$ cat src/rtl/seg7_scan_decoder_if.sv
`default_nettype none
// ============================================================================
// Module      : seg7_scan_decoder_if
// Description : Display-drive inputs and decoded-frame outputs of the
//               7-segment scan decoder.
// Revision    : 1.0  initial release
// ============================================================================
interface seg7_scan_decoder_if #(
  parameter int N_DIGITS = 4
);
  logic [N_DIGITS-1:0]   an_n;
  logic [6:0]            seg_n;
  logic [4*N_DIGITS-1:0] value;
  logic [N_DIGITS-1:0]   err;
  logic                  frame_valid;

  modport master (
    output an_n, seg_n,
    input  value, err, frame_valid
  );

  modport slave (
    input  an_n, seg_n,
    output value, err, frame_valid
  );
endinterface
`default_nettype wire

$ cat src/rtl/seg7_scan_decoder.sv
`default_nettype none
// ============================================================================
// Module      : seg7_scan_decoder
// Description : Recovers hex digits from a multiplexed active-low 7-segment
//               drive and publishes one N-digit word per completed scan.
// Revision    : 1.0  initial release
// ============================================================================
module seg7_scan_decoder #(
  parameter int N_DIGITS = 4,
  parameter int SETTLE   = 4
) (
  input  logic               clk,
  input  logic               rst_n,
  seg7_scan_decoder_if.slave bus
);

  localparam int c_cnt_w = (SETTLE < 2) ? 1 : $clog2(SETTLE + 1);
  localparam int c_idx_w = (N_DIGITS < 2) ? 1 : $clog2(N_DIGITS);

  typedef enum logic [1:0] {
    S_WAIT  = 2'd0,
    S_COUNT = 2'd1,
    S_HELD  = 2'd2
  } state_t;

  // Bit 4 of the result marks an illegal glyph; the nibble is then 0.
  function automatic logic [4:0] f_decode(input logic [6:0] s);
    case (s)
      7'b1000000: return 5'h00;
      7'b1111001: return 5'h01;
      7'b0100100: return 5'h02;
      7'b0110000: return 5'h03;
      7'b0011001: return 5'h04;
      7'b0010010: return 5'h05;
      7'b0000010: return 5'h06;
      7'b1111000: return 5'h07;
      7'b0000000: return 5'h08;
      7'b0011000: return 5'h09;
      7'b0001000: return 5'h0A;
      7'b0000011: return 5'h0B;
      7'b1000110: return 5'h0C;
      7'b0100001: return 5'h0D;
      7'b0000110: return 5'h0E;
      7'b0001110: return 5'h0F;
      default:    return 5'h10;
    endcase
  endfunction

  logic [N_DIGITS-1:0]   r_an_s1, r_an_s2, r_an_prev;
  logic [6:0]            r_seg_s1, r_seg_s2, r_seg_prev;
  state_t                r_state, w_state_nxt;
  logic [c_cnt_w-1:0]    r_cnt, w_cnt_nxt, w_cnt_inc;
  logic [N_DIGITS-1:0]   r_seen;
  logic [4*N_DIGITS-1:0] r_shadow, r_value;
  logic [N_DIGITS-1:0]   r_shadow_err, r_err;
  logic                  r_frame_valid;

  logic [N_DIGITS-1:0]   w_sel;
  logic                  w_valid, w_change, w_capture, w_seen_full;
  logic [c_idx_w-1:0]    w_idx;
  logic [4:0]            w_dec;

  // Synchronisers idle at all-ones so reset looks like a dark display.
  always_ff @(posedge clk or negedge rst_n) begin
    if (!rst_n) begin
      r_an_s1    <= '1;
      r_an_s2    <= '1;
      r_an_prev  <= '1;
      r_seg_s1   <= '1;
      r_seg_s2   <= '1;
      r_seg_prev <= '1;
    end else begin
      r_an_s1    <= bus.an_n;
      r_an_s2    <= r_an_s1;
      r_an_prev  <= r_an_s2;
      r_seg_s1   <= bus.seg_n;
      r_seg_s2   <= r_seg_s1;
      r_seg_prev <= r_seg_s2;
    end
  end

  assign w_sel       = ~r_an_s2;
  assign w_valid     = (w_sel != '0) && ((w_sel & (w_sel - 1'b1)) == '0);
  assign w_change    = (r_an_s2 != r_an_prev) || (r_seg_s2 != r_seg_prev);
  assign w_dec       = f_decode(r_seg_s2);
  assign w_seen_full = &r_seen;
  assign w_cnt_inc   = r_cnt + 1'b1;

  always_comb begin
    w_idx = '0;
    for (int i = 0; i < N_DIGITS; i++) begin
      if (w_sel[i]) w_idx = c_idx_w'(i);
    end
  end

  always_ff @(posedge clk or negedge rst_n) begin
    if (!rst_n) begin
      r_state <= S_WAIT;
      r_cnt   <= '0;
    end else begin
      r_state <= w_state_nxt;
      r_cnt   <= w_cnt_nxt;
    end
  end

  always_comb begin
    w_state_nxt = r_state;
    w_cnt_nxt   = r_cnt;
    w_capture   = 1'b0;
    case (r_state)
      S_WAIT: begin
        w_cnt_nxt = '0;
        if (w_valid && !w_change) begin
          if (SETTLE == 1) begin
            w_capture   = 1'b1;
            w_state_nxt = S_HELD;
          end else begin
            w_cnt_nxt   = c_cnt_w'(1);
            w_state_nxt = S_COUNT;
          end
        end
      end
      S_COUNT: begin
        if (w_change || !w_valid) begin
          w_cnt_nxt   = '0;
          w_state_nxt = S_WAIT;
        end else begin
          w_cnt_nxt = w_cnt_inc;
          if (w_cnt_inc == c_cnt_w'(SETTLE)) begin
            w_capture   = 1'b1;
            w_state_nxt = S_HELD;
          end
        end
      end
      S_HELD: begin
        if (w_change || !w_valid) begin
          w_cnt_nxt   = '0;
          w_state_nxt = S_WAIT;
        end
      end
      default: begin
        w_cnt_nxt   = '0;
        w_state_nxt = S_WAIT;
      end
    endcase
  end

  // Publish clears seen first; a same-edge capture then re-sets its bit.
  always_ff @(posedge clk or negedge rst_n) begin
    if (!rst_n) begin
      r_seen        <= '0;
      r_shadow      <= '0;
      r_shadow_err  <= '0;
      r_value       <= '0;
      r_err         <= '0;
      r_frame_valid <= 1'b0;
    end else begin
      r_frame_valid <= w_seen_full;
      if (w_seen_full) begin
        r_value <= r_shadow;
        r_err   <= r_shadow_err;
        r_seen  <= '0;
      end
      if (w_capture) begin
        r_shadow[4*w_idx +: 4] <= w_dec[3:0];
        r_shadow_err[w_idx]    <= w_dec[4];
        r_seen[w_idx]          <= 1'b1;
      end
    end
  end

  assign bus.value       = r_value;
  assign bus.err         = r_err;
  assign bus.frame_valid = r_frame_valid;

endmodule
`default_nettype wire

$ cat src/flat_wrapper.sv
// flat-port wrapper written by rule: the top's interface ports become plain ports
module seg7_scan_decoder_flat 
#(
  parameter int N_DIGITS = 4,
  parameter int SETTLE   = 4
)
  (clk, rst_n, bus_an_n, bus_seg_n, bus_value, bus_err, bus_frame_valid);
  seg7_scan_decoder_if #(.N_DIGITS(N_DIGITS)) bus_i ();
  input  logic clk;
  input  logic rst_n;
  input wire logic [$bits(bus_i.an_n)-1:0] bus_an_n;
  input wire logic [$bits(bus_i.seg_n)-1:0] bus_seg_n;
  output wire logic [$bits(bus_i.value)-1:0] bus_value;
  output wire logic [$bits(bus_i.err)-1:0] bus_err;
  output wire logic [$bits(bus_i.frame_valid)-1:0] bus_frame_valid;
  assign bus_i.an_n = bus_an_n;
  assign bus_i.seg_n = bus_seg_n;
  assign bus_value = bus_i.value;
  assign bus_err = bus_i.err;
  assign bus_frame_valid = bus_i.frame_valid;
  seg7_scan_decoder #(.N_DIGITS(N_DIGITS), .SETTLE(SETTLE)) u_core (.clk(clk), .rst_n(rst_n), .bus(bus_i));
endmodule
$ cat config.mk
export PLATFORM = sky130hd
export DESIGN_NAME = seg7_scan_decoder_flat
export DESIGN_NICKNAME = d
export VERILOG_FILES = /design/src/rtl/seg7_scan_decoder_if.sv /design/src/rtl/seg7_scan_decoder.sv /design/src/flat_wrapper.sv
export SDC_FILE = /design/constraint.sdc
export NUM_CORES = 1
export LEC_CHECK = 0
export BUFFER_PORTS_ARGS = -buffer_cell sky130_fd_sc_hd__buf_2
export CAP_MARGIN = 25
export CORE_ASPECT_RATIO = 0.5
export CORE_MARGIN = 4
export CORE_UTILIZATION = 25
export CTS_CLUSTER_DIAMETER = 200
export CTS_CLUSTER_SIZE = 14
export DETAILED_ROUTE_END_ITERATION = 10
export GPL_TIMING_DRIVEN = 0
export PLACE_DENSITY = 0.45
export SYNTH_ARGS = -nofsm -noshare
export SYNTH_HDL_FRONTEND = slang
export SYNTH_SLANG_ARGS = --single-unit
$ cat constraint.sdc
create_clock -name clk -period 5.3 [get_ports clk]
set_input_delay 0.53 -clock clk [delete_from_list [all_inputs] [get_ports clk]]
set_output_delay 0.53 -clock clk [all_outputs]
set_load 0.01 [all_outputs]
==> results.md <==
* Outcome: finished clean
* Unique cell type count in the Yosys netlist at 53
* Vias per cell at 4.22
* Root buf cell: clkbuf_16
* WL/cell at 13.1 um
* Fin crit share at 0.482
* Port buffer count at 33
* Met3 WL at 300 um
* R2R setup slack at 2740 ps
* Launching point of the worst reg2reg path: u_core.r_seg_s2[2]$_DFF_PN1_
* CTS Sinks at 83
* Hold Crit Depth at 1
* Routed wire length at 7420 um
* Vias at approximately 2.4k
* Static leakage at 2.00 nW
* FFs w/ async S/R, synth at 1.00
* Max clock buf depth at 2
* Starting Density at 0.259
* Part of the power in combinational logic at 0.054
* Total power at 1.33 mW
* Area grow syn2layout at 20.3%
* Critical Path Max Stage Delay at 610 ps
* CP required at 5520 ps
* Largest net degree at the start of global routing at 67
* Number of flops mapped to enable cells by yosys at 0
* FF-to-FF End: u_core.r_shadow_err[2]$_DFFE_PN0P_
* # DRC at 0
* Min-Delay Startpoint: bus_seg_n[6]
* Crit path capture type: flip-flop
* I/O pin cnt at 34
* Uppermost layer routed: met4
* Initial antenna violation count at 0
* Clock power frac at 0.445
* CTS tree: yes
* Worst skew pair latency at 330 ps
* Max Clk Rate at 391 MHz
* Crit path max fanout at 10
* DP Wirelength at 5320 um
* Tmin final at about 2600 ps
* Final hold vios at 0
* Non-Filler Instances at 566
* Relative slew slack at 0.600
* # rows at 30
* Post-route ant nets at 0
* Final Setup Violations at 0
* Data arrival, critical path at 2770 ps
* Mapped Cells at 324
* FF-to-FF path depth at 6
* First-pass GRT wire length at about 13000 um
* Switch share at 0.236
* Average cell area after synthesis at 11.0 um2
* Met1 wire length at 4030 um
* Final worst clock skew at roughly 11 ps
* Synth Register Bits at 83
* Filler Cells Inserted at around 1.4k
* CP Class: flip-flop to flip-flop
* # resized after CTS at 0
* GRT overflow at 0
* Warnings from Yosys at 0
* Met2 WL post-DR at 3040 um
* Placed Area at between 3000 and 4000 um2
* NetSw at 314 uW
* Cell chain of the critical path: clkbuf_1 > nor4bb_1 > nand2_1 > o211ai_1 > nor3_1 > mux2_2
* Finished Cell Area at around 4300 um2
* Clk slew on worst S/H paths at 60 ps
* HP Class: input port to flip-flop
* Most used DFF post-synth: dfrtp_1
* RSZ-0062 raised after global routing: no
* Internal power at 1.02 mW
* Die X at 176 um
* Syn_nets at 345
* H-tree depth at 3
* Synth Cell Area at 3550 um2
* Placer Congestion at 0.792
* Die Area at around 16000 um2
* Max Slew Vio Count at 0
* Number of setup buffers added after CTS at 0
* Crit-path slowest cell: nor4bb_1
* Total CTS buffers at 9
* Chip Height at 92.2 um
* Max-cap violation count at 0
* Initial DRC Count at 100
* Initial DRT Pass Iterations at 4
* GR Util All Layers at 0.100
* # nets final at 390
* Pwr dens at 312 nW/um2
* Number of global-route vias before repair at 2550
* Seq pwr share at 0.501
* Dpl cells at 550
* Worst-margin pin slew at 592 ps
* Antenna cells at 0
* Max VDD drop at 0.000144 V
* Final TNS setup at 0 ps
* Seq/Total Area, Yosys at 0.597
* Share of cells above drive strength 1 at 0.267
* Hold_buf cts at 0
* CP Launch Type: flip-flop
* Hold Path End: u_core.r_seg_s1[6]$_DFF_PN1_
* Core box area at 13700 um2
## final cells by class
cell class,count,area (um2),area share
Sequential cell,83,2120,0.496
Clock buffer,10,239,0.0560
Buffer,13,60.1,0.0141
Multi-Input combinational cell,222,1350,0.316
Tap cell,192,240,0.0563
Inverter,6,22.5,0.00527
Timing Repair Buffer,34,195,0.0457
Clock inverter,6,47.5,0.0111
## metrics by stage
stage / setup slack, ps / hold slack [ps] / util
CTS: 2680 / 280 / 0.312
detailed placement: 2750 / 347 / 0.291
global placement: 2760 / 346 / 0.289
finish: 2740 / 295 / 0.312
floorplan: 3270 / 234 / -
global route: 2500 / 272 / 0.312
## per-layer routing
metal / global-route usage / vias up
met4: 0.0290 / 0
met1: 0.148 / 1140
li1: - / 1213
met5: 0 / -
met3: 0.0309 / 2
met2: 0.139 / 36
## cell families (layout without fill, tap and decap cells)
| logic type | count (synthesis) | in the layout | share of synthesized area |
|---|---|---|---|
| mux | 7 | 7 | 0.0215 |
| buf+inv | 19 | 69 | 0.0233 |
| xor+xnor | 15 | 15 | 0.0370 |
| flops | 83 | 83 | 0.597 |
| fa+ha+maj | 8 | 8 | 0.0282 |
| simple gates | 138 | 138 | 0.194 |
| compound gates | 54 | 54 | 0.0987 |
## synthesized netlist by cell type, types with 4 or more instances
| cell type | n | area, um2 |
|---|---|---|
| nand4_1 | 7 | 43.8 |
| nor3_1 | 4 | 20.0 |
| inv_1 | 6 | 22.5 |
| dfstp_2 | 33 | 867 |
| o21ai_0 | 13 | 65.1 |
| dfrtp_1 | 50 | 1250 |
| clkbuf_1 | 9 | 33.8 |
| nand3_1 | 8 | 40.0 |
| o21ai_1 | 12 | 60.1 |
| nor2b_1 | 5 | 31.3 |
| xor2_1 | 4 | 35.0 |
| mux2_2 | 5 | 56.3 |
| nand2_1 | 82 | 308 |
| ha_1 | 8 | 100 |
| o31ai_1 | 5 | 37.5 |
| xnor2_1 | 11 | 96.3 |
| nor2_1 | 9 | 33.8 |
## cells in the final DEF (no fill, tap or decap), types with 3 or more instances in the layout
master / synthesis / layout
nand4_1: 7 / 7
nand2b_1: 3 / 3
dfstp_2: 33 / 33
buf_2: 3 / 35
nor3_1: 4 / 4
clkbuf_16: 0 / 9
ha_1: 8 / 8
mux2_2: 5 / 5
nand2_1: 82 / 82
nand3_1: 8 / 8
nor2b_1: 5 / 5
clkbuf_1: 9 / 9
dfrtp_1: 50 / 50
o31ai_1: 5 / 5
xnor2_1: 11 / 11
o21ai_1: 12 / 12
inv_1: 6 / 6
a21oi_1: 3 / 3
o21ai_0: 13 / 13
xor2_1: 4 / 4
nor2_1: 9 / 9
## power groups by stage
stage / Clock (mW) / Sequential [mW] / Combinational [mW]
after global routing: 0.643 / 0.668 / 0.0831
after CTS: 0.617 / 0.667 / 0.0741
final: 0.592 / 0.667 / 0.0724
after global placement: 0 / 0.677 / 0.0713
after detailed placement: 0 / 0.678 / 0.0738
after floorplan: 0 / 0.675 / 0.0429
## flip-flops by register name, indices dropped and copies added, names as in the netlist
name	count
u_core.r_an_s2	4
u_core.r_seg_prev	7
u_core.r_an_prev	4
u_core.bus.value	16
u_core.bus.frame_valid	1
u_core.r_shadow_err	4
u_core.r_an_s1	4
u_core.r_seg_s2	7
u_core.r_shadow	16
u_core.r_seg_s1	7
u_core.r_cnt	3
u_core.r_state	2
u_core.bus.err	4
u_core.r_seen	4
## worst max-delay path by stage
stage | startpoint | to | slack, ps | cells past startpoint
floorplan | u_core.r_seg_s2[4]$_DFF_PN1_ | u_core.r_state[0]$_DFFE_PN0P_ | 3270 | 5
global placement | u_core.r_seg_s2[2]$_DFF_PN1_ | u_core.r_shadow_err[2]$_DFFE_PN0P_ | 2760 | 6
detailed placement | u_core.r_seg_s2[2]$_DFF_PN1_ | u_core.r_shadow_err[2]$_DFFE_PN0P_ | 2750 | 6
CTS | u_core.r_seg_s2[2]$_DFF_PN1_ | u_core.r_shadow_err[2]$_DFFE_PN0P_ | 2680 | 6
global route | u_core.r_seg_s2[2]$_DFF_PN1_ | u_core.r_shadow_err[3]$_DFFE_PN0P_ | 2500 | 6
finish | u_core.r_seg_s2[2]$_DFF_PN1_ | u_core.r_shadow_err[2]$_DFFE_PN0P_ | 2740 | 6
## critical path, delay by kind of cell, from the launching register on
kind,cells,cell delay (ps)
AND/OR/NAND/NOR,3,960
AO/OA/AOI/OAI,1,260
flip-flops,1,550
buffers and inverters,1,370
multiplexers,1,310
No activity file was read; power rests on OpenSTA's default activity.
